### src/rtl/film_feature_extract.sv
// Per-frame bright/dark pixel counter feeding the film decision tree; all logic on cam_pclk.
// Optional region-of-interest gating is enabled by defining FEATURE_ROI_EN.
module film_feature_extract #(
    parameter int PIX_W  = 8,
    parameter int THR_HI = 200,
    parameter int THR_LO = 40,
    parameter int ROI_X0 = 0,
    parameter int ROI_X1 = 639,
    parameter int ROI_Y0 = 0,
    parameter int ROI_Y1 = 479
) (
    input  logic             cam_pclk,
    input  logic             rst,
    input  logic             cam_vsync,
    input  logic             cam_href,
    input  logic             cam_de,
    input  logic [PIX_W-1:0] cam_gray,
    output logic [19:0]      feature0,
    output logic [19:0]      feature1,
    output logic             lable_start,
    output logic [7:0]       frame_done_cnt
);

    typedef enum logic [1:0] {SYNC, ACTIVE, LATCH, WAIT} state_t;

    localparam logic [PIX_W-1:0] THR_HI_W = THR_HI[PIX_W-1:0];
    localparam logic [PIX_W-1:0] THR_LO_W = THR_LO[PIX_W-1:0];

    state_t      state_q, state_d;
    logic        vs_dly_q, hr_dly_q;
    logic [19:0] acc0_q, acc0_d, acc1_q, acc1_d;
    logic [19:0] feature0_q, feature0_d, feature1_q, feature1_d;
    logic        lable_start_q, lable_start_d;
    logic [7:0]  frame_done_cnt_q, frame_done_cnt_d;

    logic vs_rise, vs_fall, href_fall, pix_valid, pix_ok, roi_hit, bright, dark;

    assign vs_rise   = cam_vsync & ~vs_dly_q;
    assign vs_fall   = ~cam_vsync & vs_dly_q;
    assign href_fall = ~cam_href & hr_dly_q;
    assign pix_valid = cam_href & cam_de & ~cam_vsync & (state_q == ACTIVE);
    assign pix_ok    = pix_valid & roi_hit;
    // Bright takes precedence so a pixel is never counted twice.
    assign bright    = cam_gray > THR_HI_W;
    assign dark      = ~bright & (cam_gray <= THR_LO_W);

`ifdef FEATURE_ROI_EN
    localparam logic [10:0] ROI_X0_W = ROI_X0[10:0];
    localparam logic [10:0] ROI_X1_W = ROI_X1[10:0];
    localparam logic [9:0]  ROI_Y0_W = ROI_Y0[9:0];
    localparam logic [9:0]  ROI_Y1_W = ROI_Y1[9:0];

    logic [10:0] col_q, col_d;
    logic [9:0]  row_q, row_d;

    assign roi_hit = (col_q >= ROI_X0_W) && (col_q <= ROI_X1_W) &&
                     (row_q >= ROI_Y0_W) && (row_q <= ROI_Y1_W);

    // Position counters track every valid pixel, inside the ROI or not.
    always_comb begin
        col_d = col_q;
        row_d = row_q;
        if (state_q == LATCH) begin
            col_d = '0;
            row_d = '0;
        end else begin
            if (href_fall)
                col_d = '0;
            else if (pix_valid && (col_q != '1))
                col_d = col_q + 11'd1;
            if (href_fall && (state_q == ACTIVE) && (row_q != '1))
                row_d = row_q + 10'd1;
        end
    end

    always_ff @(posedge cam_pclk or posedge rst) begin
        if (rst) begin
            col_q <= '0;
            row_q <= '0;
        end else begin
            col_q <= col_d;
            row_q <= row_d;
        end
    end
`else
    assign roi_hit = 1'b1;
`endif

    always_comb begin
        state_d          = state_q;
        feature0_d       = feature0_q;
        feature1_d       = feature1_q;
        lable_start_d    = 1'b0;
        frame_done_cnt_d = frame_done_cnt_q;
        acc0_d           = acc0_q;
        acc1_d           = acc1_q;
        if (pix_ok && bright && (acc0_q != '1))
            acc0_d = acc0_q + 20'd1;
        if (pix_ok && dark && (acc1_q != '1))
            acc1_d = acc1_q + 20'd1;
        case (state_q)
            SYNC:   if (vs_fall) state_d = ACTIVE;
            ACTIVE: if (vs_rise) state_d = LATCH;
            LATCH: begin
                state_d          = WAIT;
                feature0_d       = acc0_q;
                feature1_d       = acc1_q;
                lable_start_d    = 1'b1;
                frame_done_cnt_d = frame_done_cnt_q + 8'd1;
                acc0_d           = '0;
                acc1_d           = '0;
            end
            WAIT:   if (vs_fall) state_d = ACTIVE;
            default: state_d = SYNC;
        endcase
    end

    always_ff @(posedge cam_pclk or posedge rst) begin
        if (rst) begin
            state_q          <= SYNC;
            vs_dly_q         <= 1'b0;
            hr_dly_q         <= 1'b0;
            acc0_q           <= '0;
            acc1_q           <= '0;
            feature0_q       <= '0;
            feature1_q       <= '0;
            lable_start_q    <= 1'b0;
            frame_done_cnt_q <= '0;
        end else begin
            state_q          <= state_d;
            vs_dly_q         <= cam_vsync;
            hr_dly_q         <= cam_href;
            acc0_q           <= acc0_d;
            acc1_q           <= acc1_d;
            feature0_q       <= feature0_d;
            feature1_q       <= feature1_d;
            lable_start_q    <= lable_start_d;
            frame_done_cnt_q <= frame_done_cnt_d;
        end
    end

    assign feature0       = feature0_q;
    assign feature1       = feature1_q;
    assign lable_start    = lable_start_q;
    assign frame_done_cnt = frame_done_cnt_q;

endmodule

### config.mk
export PLATFORM = sky130hd
export DESIGN_NAME = film_feature_extract
export DESIGN_NICKNAME = d
export VERILOG_FILES = /design/src/rtl/film_feature_extract.sv
export SDC_FILE = /design/constraint.sdc
export NUM_CORES = 1
export LEC_CHECK = 0
export ABC_AREA = 1
export BUFFER_PORTS_ARGS = -buffer_cell sky130_fd_sc_hd__buf_2
export CELL_PAD_IN_SITES_DETAIL_PLACEMENT = 0
export CELL_PAD_IN_SITES_GLOBAL_PLACEMENT = 1
export CORE_MARGIN = 10
export CORE_UTILIZATION = 42
export DETAILED_ROUTE_END_ITERATION = 6
export GPL_TIMING_DRIVEN = 1
export PLACE_DENSITY_LB_ADDON = 0.1
export SETUP_SLACK_MARGIN = 0.2
export SYNTH_ARGS = -nofsm -noshare
export SYNTH_HDL_FRONTEND = slang
export SYNTH_SLANG_ARGS = --single-unit
### constraint.sdc
create_clock -name cam_pclk -period 4.2 [get_ports cam_pclk]
set_clock_uncertainty 0.1 [all_clocks]
set_input_delay 0.84 -clock cam_pclk [delete_from_list [all_inputs] [get_ports cam_pclk]]
set_output_delay 0.84 -clock cam_pclk [all_outputs]
set_load 0.02 [all_outputs]
==> results.md <==
- Post-synth EDFFs: 0
- Crit Path Category: reg2reg
- FFs w/ async S/R, synth: 1.00
- Post-synthesis mux area share: 0
- GRT overflow: 0
- Fin crit period: 2.37 ns
- Final Slew Violations: 0
- Reg power frac: 0.444
- Die Y-Extent: 126 um
- Internal power: 1.46 mW
- Synth top area cells: dfrtp_1 49%, nand2_1 20%, nand3_1 7.0%
- Hpwl dp: 8.05 mm
- Critical path arrival: roughly 2.5 ns
- Status: finished, final reports clean
- DR vias: 4010
- Clock Sinks: 92
- Synth top cells by count: 253 x nand2_1, 92 x dfrtp_1, 66 x nand3_1
- Final design utilization: 0.495
- Slew @ Worst Pin: between 0.7 and 0.8 ns
- Largest family of logic cells by synthesized area: simple AND/OR/NAND/NOR gates
- Largest net degree at the start of global routing: 47
- Final period util: 0.564
- Critical Path End Type: register
- MaxCap Viol Count: 0
- Top cell type's share of synthesized area: 0.486
- NumNets Final: 700
- Power per Cell Area: 407 mW/mm^2
- Crit Path Max Fanout: 21
- Largest area contributor in the netlist: dfrtp_1
- Max clock buf depth: 2
- CTS Root Cell: clkbuf_16
- Final Wtd Congestion: 0.845
- Core ar.: 0.0109 mm^2
- Num CTS Buffers: 9
- LEAKAGE: 2.95 nW
- Hold Path Class: reg2reg
- Vias in the first global route: about 4000
- All-Layer GR Usage: 0.145
- Hold_buf cts: 0
- F_max: 423 MHz
- Compound-Gate Fraction of Synth Area: 0.0296
- Drt drc: 0
- Main synth FF type: dfrtp_1
- Global-route wire length before repair: a little under 20 mm
- Row count: 38
- Register area share after synthesis: 0.486
- H-tree depth: 3
- Fill cells: around 1100
- Area Overhead vs Synth: 14.3%
- CP Launch Type: register
- ANT nets after route: 0
- Clk_lat worst skew: 0.34 ns
- Gr busiest metal: met2
- Post-cts sizing count: 0
- Met1 Use GR: 0.203
- Logic pwr share: 0.225
- Final Hold Vio Count: 0
- Setup TNS Final: 0 ns
- Worst Path Required: 4.33 ns
- Clock power share: 0.332
- Buffers on Ports: just over 60
- Drt first pass iters: 4
- RSZ-0062 raised after global routing: no
- Clock Pin Slew Worst Setup and Hold Paths: 0.06 ns
- Post-Synth Simple-Gate Area: 0.372
- CTS tree: built
- Wirelength per Cell: 13.6 um
- Met3 Use GR: 0.0357
- # diodes: 0
- XOR/XNOR Fraction of Synth Area: 0.0425
- Syn Inst Count: 627
- DR iter-0 viols: 321
- Setup bufs post-CTS: 0
- Slew Limit Headroom: 0.476
- Top-count cell post-synth: nand2_1
- Share of cells above drive strength 1: 0.139
- Post-Syn Nets: between 600 and 700
- Initial core utilization: 0.433
- Cell area after synthesis: around 0.0047 mm^2
- Initial antenna violation count: 0
- WL final: 11.2 mm
- Sw Ratio: 0.336
- Synth warnings: 0
- #FFs+latches synth: 92
- Total die area: about 0.016 mm^2
- Ports: 62
- Final setup vio count: 0
- Synth cell types: 28
- DR vias/cell: 4.86
- Worst vdd ir: 0.562 mV
- Syn avg cell area: approximately 7.6 um^2
- Post-Synth Adder-Cell Area: 0.0132
- Grt met2 use: 0.211
- Switch Pwr: about 0.74 mW
- Chip width: 126 um
-- power groups by stage --
stage | sequential (mW) | combinational (mW) | clock [mW]
floorplan | 1.03 | 0.336 | 0
global route | 0.984 | 0.562 | 0.786
CTS | 0.978 | 0.509 | 0.755
finish | 0.977 | 0.495 | 0.731
global placement | 0.990 | 0.499 | 0
detailed placement | 0.993 | 0.507 | 0
-- sequential cells by signal, summed over array words and instances (netlist names) --
| register | count |
|---|---|
| acc1_q | 20 |
| feature1 | 20 |
| feature0 | 20 |
| state_q | 2 |
| lable_start | 1 |
| frame_done_cnt | 8 |
| vs_dly_q | 1 |
| acc0_q | 20 |
-- through the flow --
step           power, mW  hold WS [ns]  cell area [um^2]  cells  setup WS (ns)
2_1_floorplan       1.36         0.378              4740    627          0.868
3_3_place_gp        1.49         0.348              5160    811           1.82
3_5_place_dp        1.50         0.354              5160    811           1.79
4_1_cts             2.24         0.370              5420    825           1.82
5_1_grt             2.33         0.385              5420    825           1.60
6_report            2.20         0.366              5420    825           1.83
-- cells in the final DEF (no fill, tap or decap) --
master      netlist  routed
nand2_1         253     253
dfrtp_1          92      92
nand3_1          66      66
buf_2             6      61
nor2_1           57      57
inv_1            41      40
o21ai_0          25      25
xor2_1           22      22
nand4_1          18      18
clkbuf_16         0       9
buf_4             1       6
ha_1              5       4
nand3b_1          3       3
a21oi_1           3       3
nor2_2            3       3
or2_2             3       3
inv_2             2       2
nor3_1            2       2
nand2_2           2       2
clkinv_2          0       2
clkbuf_1         13       2
nor3_2            1       1
nor3_4            1       1
nor2_4            1       1
nor2_8            1       1
and2_1            1       1
xnor2_1           1       1
nor3b_1           1       1
ha_2              0       1
clkinvlp_4        0       1
clkbuf_8          0       1
-- critical path: stages (launching register included) --
cell	delay [ns]
dfrtp_1	0.41
ha_1	0.22
nand3_1	0.19
nor3_2	0.29
nand3b_1	0.14
nand3_1	0.09
buf_4	0.26
nand2_1	0.32
nand2_1	0.17
nand2_1	0.06
-- kinds of logic (layout without fill, tap and decap cells) --
| logic type | after synthesis | count (layout) |
|---|---|---|
| xor gates and xnor gates | 23 | 23 |
| buffers and inverters | 66 | 124 |
| DFF | 92 | 92 |
| AOI/OAI and AO/OA | 28 | 28 |
| adders and majority gates | 5 | 5 |
| and+or+nand+nor | 413 | 413 |
-- layer usage --
layer	up-vias	part of all wire
met5	-	0
met4	0	0.014
met3	12	0.057
met2	66	0.42
met1	1836	0.51
li1	2096	-
-- final cells by class --
cell class              count  area [um^2]  share of cell area
well taps                 140          175              0.0323
flip-flops and latches     92         2300               0.425
clock inverters             2         12.5             0.00231
multi-input cells         469         2170               0.400
inverters                  43          163              0.0300
repair buffers             67          350              0.0647
clock buffers              12          246              0.0455
-- worst paths after layout --
kind,slack (ns),start,cells past startpoint,end
hold / removal,0.37,feature0[12],2,feature0[12]
max in group asynchronous,2.66,rst,3,acc1_q[16]
setup reg to reg,1.83,acc1_q[1],9,acc1_q[18]
hold reg to reg,0.37,feature0[12],2,feature0[12]
setup / recovery,1.83,acc1_q[1],9,acc1_q[18]
min in group asynchronous,0.52,rst,2,state_q[0]
Power figures use the tool's default switching activity.
